File: config.mk
export PLATFORM = sky130hd
export DESIGN_NAME = cache_arbiter
export DESIGN_NICKNAME = d
export VERILOG_FILES = /design/src/rtl/cache_arbiter.sv
export SDC_FILE = /design/constraint.sdc
export NUM_CORES = 1
export LEC_CHECK = 0
export ABC_CLOCK_PERIOD_IN_PS = 3100
export CORE_ASPECT_RATIO = 1.2
export CORE_MARGIN = 8
export CORE_UTILIZATION = 40
export CTS_BUF_LIST = sky130_fd_sc_hd__clkbuf_16
export DETAILED_ROUTE_END_ITERATION = 12
export PLACE_DENSITY_LB_ADDON = 0.2
export SYNTH_ARGS = -nofsm -noshare
export SYNTH_HDL_FRONTEND = slang
export SYNTH_SLANG_ARGS = --single-unit
File: constraint.sdc
create_clock -name clk -period 3.1 [get_ports clk]
set_input_delay 0.465 -clock clk [delete_from_list [all_inputs] [get_ports clk]]
set_output_delay 0.465 -clock clk [all_outputs]
set_load 0.02 [all_outputs]
File: src/rtl/cache_arbiter.sv
// Two-port arbiter in front of the single-ported cache: picks one requester per transaction,
// drives the one-shot req_do handshake and routes completion and read data back to the owner.
module cache_arbiter #(
  parameter int unsigned FIXED_PRIORITY = 0
) (
  input  logic        clk,
  input  logic        reset,
  input  logic        p0_req,
  input  logic        p1_req,
  input  logic [31:0] p0_addr,
  input  logic [31:0] p1_addr,
  input  logic [31:0] p0_data,
  input  logic [31:0] p1_data,
  input  logic [1:0]  p0_type,
  input  logic [1:0]  p1_type,
  output logic        p0_gnt,
  output logic        p1_gnt,
  output logic        p0_done,
  output logic        p1_done,
  output logic [31:0] p0_rdata,
  output logic [31:0] p1_rdata,
  output logic [31:0] c_req_addr,
  output logic [31:0] c_req_data,
  output logic [1:0]  c_req_type,
  output logic        c_req_do,
  input  logic [31:0] c_O_data,
  input  logic        c_req_done,
  output logic        busy
);

  typedef enum logic [1:0] {StIdle, StIssue, StWait, StResp} state_e;

  state_e      state_q, state_d;
  logic        owner_q, owner_d;
  logic        last_owner_q, last_owner_d;
  logic [31:0] c_req_addr_q, c_req_addr_d;
  logic [31:0] c_req_data_q, c_req_data_d;
  logic [1:0]  c_req_type_q, c_req_type_d;
  logic        c_req_do_q, c_req_do_d;
  logic [1:0]  gnt_q, gnt_d;
  logic [1:0]  done_q, done_d;
  logic [31:0] rdata_q, rdata_d;
  logic        busy_q, busy_d;
  logic        win;

  always_comb begin
    state_d      = state_q;
    owner_d      = owner_q;
    last_owner_d = last_owner_q;
    c_req_addr_d = c_req_addr_q;
    c_req_data_d = c_req_data_q;
    c_req_type_d = c_req_type_q;
    c_req_do_d   = 1'b0;
    gnt_d        = 2'b00;
    done_d       = 2'b00;
    rdata_d      = rdata_q;
    busy_d       = busy_q;
    win          = 1'b0;

    unique case (state_q)
      StIdle: begin
        if (p0_req || p1_req) begin
          if (p0_req && p1_req) begin
            win = (FIXED_PRIORITY != 0) ? 1'b0 : ~last_owner_q;
          end else begin
            win = p1_req;
          end
          owner_d      = win;
          c_req_addr_d = win ? p1_addr : p0_addr;
          c_req_data_d = win ? p1_data : p0_data;
          c_req_type_d = win ? p1_type : p0_type;
          // Grant and req_do are registered so they appear together in the ISSUE cycle.
          c_req_do_d   = 1'b1;
          gnt_d[win]   = 1'b1;
          busy_d       = 1'b1;
          state_d      = StIssue;
        end
      end
      StIssue: begin
        last_owner_d = owner_q;
        state_d      = StWait;
      end
      StWait: begin
        if (c_req_done) begin
          rdata_d         = c_O_data;
          done_d[owner_q] = 1'b1;
          state_d         = StResp;
        end
      end
      StResp: begin
        busy_d  = 1'b0;
        state_d = StIdle;
      end
      default: state_d = StIdle;
    endcase
  end

  always_ff @(posedge clk) begin
    if (reset) begin
      state_q      <= StIdle;
      owner_q      <= 1'b0;
      last_owner_q <= 1'b1;
      c_req_addr_q <= '0;
      c_req_data_q <= '0;
      c_req_type_q <= '0;
      c_req_do_q   <= 1'b0;
      gnt_q        <= 2'b00;
      done_q       <= 2'b00;
      rdata_q      <= '0;
      busy_q       <= 1'b0;
    end else begin
      state_q      <= state_d;
      owner_q      <= owner_d;
      last_owner_q <= last_owner_d;
      c_req_addr_q <= c_req_addr_d;
      c_req_data_q <= c_req_data_d;
      c_req_type_q <= c_req_type_d;
      c_req_do_q   <= c_req_do_d;
      gnt_q        <= gnt_d;
      done_q       <= done_d;
      rdata_q      <= rdata_d;
      busy_q       <= busy_d;
    end
  end

  assign p0_gnt     = gnt_q[0];
  assign p1_gnt     = gnt_q[1];
  assign p0_done    = done_q[0];
  assign p1_done    = done_q[1];
  // Read data is only presented to the owner, and only during its done pulse.
  assign p0_rdata   = done_q[0] ? rdata_q : 32'h0;
  assign p1_rdata   = done_q[1] ? rdata_q : 32'h0;
  assign c_req_addr = c_req_addr_q;
  assign c_req_data = c_req_data_q;
  assign c_req_type = c_req_type_q;
  assign c_req_do   = c_req_do_q;
  assign busy       = busy_q;

endmodule

==> metrics.md <==
| Metric | Value |
|---|---|
| Status | `finished clean` |
| Setup TNS after final layout | `0 ns` |
| Share of the synthesized area in the top cell type | `between 40 and 50%` |
| Crit path arrival time | `2.04 ns` |
| Flops & latches, synth | `108` |
| Final critical-path share of the clock period | `between 80% and 90%` |
| Cells after DPL | `1036` |
| Final hold slack | `0.4647 ns` |
| Biggest area contributors in the synthesized netlist | `sky130_fd_sc_hd__dfxtp_1 45%, sky130_fd_sc_hd__a211oi_1 10%, sky130_fd_sc_hd__a21oi_1 10%` |
| Synth-to-layout area growth | `71.48%` |
| Post-Layout Cell Count | `1051` |
| Number of post-CTS setup repair buffers | `0` |
| Vias per inst | `5.056` |
| Cts-stage hold buffer count | `0` |
| Global-route wire length before repair | `27970 um` |
| Drt total wl | `18380 um` |
| Setup Viol. Count Final | `0` |
| Worst slew margin relative to its limit | `36.40%` |
| Number of buffers between clock root and the deepest sink | `2` |
| Clock Sink Count | `108` |
| Post-place instance area | `7858 um^2` |
| Top Ports | `305` |
| RSZ-0062 raised after global routing | `no` |
| Starting utilization of the core area | `between 40% and 50%` |
| Least-Margin Pin Slew | `0.9540 ns` |
| Largest fanout of any net on the critical path | `33` |
| Vertical die dimension | `135.5 um` |
| Number of fill cells in the layout | `926` |
| Fmax | `approximately 400 MHz` |
| Fraction of the yosys area taken by sequential cells | `45.41%` |
| Port bufs | `304` |
| Leading cell types in the layout, fill and taps excluded | `303 x sky130_fd_sc_hd__clkdlybuf4s50_1, 131 x sky130_fd_sc_hd__nand2_1, 108 x sky130_fd_sc_hd__dfxtp_1` |
| Kind of end point of the critical path | `output port` |
| Layout Nets | `~1100` |
| Clock Skew | `about 0.008 ns` |
| DPL Wire Length | `14220 um` |
| Final cell area excluding filler cells | `8164 um^2` |
| # rows | `43` |
| Number of flops mapped to enable cells by yosys | `0` |
| Power density relative to cell area | `732.5 nW/um^2` |
| Number of synthesis warnings | `0` |
| Number of antenna diodes | `0` |
| Cell taking the most area after synthesis | `sky130_fd_sc_hd__dfxtp_1` |
| Cell at the root of the clock tree | `sky130_fd_sc_hd__clkbuf_16` |
| Worst Slack Setup Final | `0.5958 ns` |
| Worst EP required | `2.63 ns` |
| Main synth FF type | `sky130_fd_sc_hd__dfxtp_1` |
| Die ar. | `15660 um^2` |
| Number of CTS-inserted buffers | `9` |
| Clock period minus worst slack | `2.504 ns` |
| Via count of the routed design | `5314` |
| DR iter-0 viols | `255` |
| H-tree depth reported by CTS | `3` |
| Reg clk slew, reported paths | `around 0.070 ns` |
| Clock insertion delay at the later pin of the skew report | `0.34 ns` |
| Antenna violations before repair | `0` |
| Vias in the first global route | `5255` |
| Type of origin of the critical path | `flip-flop` |
| Worst min-delay path class | `flip-flop to flip-flop` |
| Gr usage total | `between 20% and 30%` |
| Die extent in x | `between 100 and 150 um` |
| DRC violation count after routing | `0` |
| Share of final-layout standard cells stronger than drive strength 1 | `3.244%` |
| Post-Syn Nets | `791` |
| Core box area | `between 10000 and 15000 um^2` |
| Antenna-violating nets left | `0` |
| Endpoints failing hold | `0` |
| Largest net degree at the start of global routing | `93` |
| Kind of critical path | `flip-flop to output port` |
| Static leakage | `3.106 nW` |
| Gate count of the mapped netlist | `~620` |
| Last weighted congestion value of the routability-driven placer | `about 0.80` |
| Number of gates given a new drive strength after cts | `0` |
| Max-slew violations | `0` |
| Max-cap violations | `0` |
| Clock tree from TritonCTS | `built` |
| Peak ir drop on the vdd network | `about 0.00040 V` |
| Synth cell types | `26` |
| Commonest non-fill, non-tap cell in the layout | `sky130_fd_sc_hd__clkdlybuf4s50_1` |
| Routed length per instance | `17.48 um` |
| Share of synthesized flip-flops with an asynchronous set or reset | `0%` |
| Synth Cell Area | `4761 um^2` |
| Global route total overflow | `0` |
| Avg Cell Area, Syn | `7.704 um^2` |
| Post-place setup slack | `0.7133 ns` |
| Pre-Repair DR Iteration Count | `4` |
==> Yosys cell counts (2+ instances only) <==
| master | n |
|---|---|
| sky130_fd_sc_hd__and2_1 | 65 |
| sky130_fd_sc_hd__buf_6 | 2 |
| sky130_fd_sc_hd__nor2_1 | 71 |
| sky130_fd_sc_hd__buf_4 | 4 |
| sky130_fd_sc_hd__buf_2 | 12 |
| sky130_fd_sc_hd__dfxtp_1 | 108 |
| sky130_fd_sc_hd__o21a_1 | 2 |
| sky130_fd_sc_hd__nor2b_1 | 2 |
| sky130_fd_sc_hd__ha_1 | 4 |
| sky130_fd_sc_hd__nand2b_1 | 3 |
| sky130_fd_sc_hd__a21oi_1 | 99 |
| sky130_fd_sc_hd__nor3_1 | 3 |
| sky130_fd_sc_hd__nand2_1 | 131 |
| sky130_fd_sc_hd__inv_1 | 2 |
| sky130_fd_sc_hd__a211oi_1 | 66 |
| sky130_fd_sc_hd__clkbuf_1 | 34 |
==> final cells by class <==
class                           instances  area [um^2]  area share [%]
Multi-Input combinational cell        455         2364           28.95
Tap cell                              157        196.4           2.406
Timing Repair Buffer                  314         3128           38.31
Clock inverter                          6        81.33          0.9962
Inverter                                2        7.507         0.09195
Sequential cell                       108         2162           26.48
Clock buffer                            9        225.2           2.759
==> sequential cells by signal, indices dropped and copies added, names as in the netlist <==
register      flops
c_req_data       32
state_q           2
rdata_q          32
last_owner_q      1
c_req_addr       32
owner_q           1
c_req_do          1
done_q            2
c_req_type        2
busy              1
gnt_q             2
==> worst max-delay path, cell delays in order, from the launching register on <==
cell and delay (ns):
sky130_fd_sc_hd__dfxtp_1 0.85, sky130_fd_sc_hd__and2_1 0.22, sky130_fd_sc_hd__clkdlybuf4s50_1 0.63
==> metrics by stage <==
step | power [W] | utilization [%]
final | 0.005980 | 70.58
after global routing | 0.006348 | 70.58
after CTS | 0.006035 | 70.58
after detailed placement | 0.004832 | 67.93
after global placement | 0.004757 | 67.93
after floorplan | 0.003523 | -
==> logic make-up after synthesis <==
logic type               Yosys count  synth area share, %
AND/OR/NAND/NOR                  276                25.60
AO/OA/AOI/OAI                    174                22.44
flip-flops                       108                45.41
buffers and inverters             55                5.282
adder cells (fa/ha/maj)            4                1.051
multiplexers                       1               0.2103
==> per-layer routing <==
metal	up-vias	wire (um)	global-route usage, %
met2	260	9105	39.55
met4	0	507	8.339
met1	2410	6757	23.57
met3	39	2006	9.277
met5	-	0	0
li1	2605	-	-
==> worst paths after layout <==
path | start | to | slack, ns | depth (start not counted)
setup / recovery | done_q[1] | p1_rdata[21] | 0.60 | 2
hold / removal | rdata_q[5] | rdata_q[5] | 0.46 | 2
setup reg to reg | state_q[0] | c_req_addr[12] | 1.29 | 6
hold reg to reg | rdata_q[5] | rdata_q[5] | 0.46 | 2
==> where the power goes <==
group / switching [W] / leakage (nW) / total (W) / internal, W
Combinational: 0.00149 / 2.06 / 0.00271 / 0.00122
Sequential: 0.000260 / 0.889 / 0.00208 / 0.00182
Clock: 0.000495 / 0.152 / 0.00119 / 0.000698
Power figures use the tool's default switching activity.
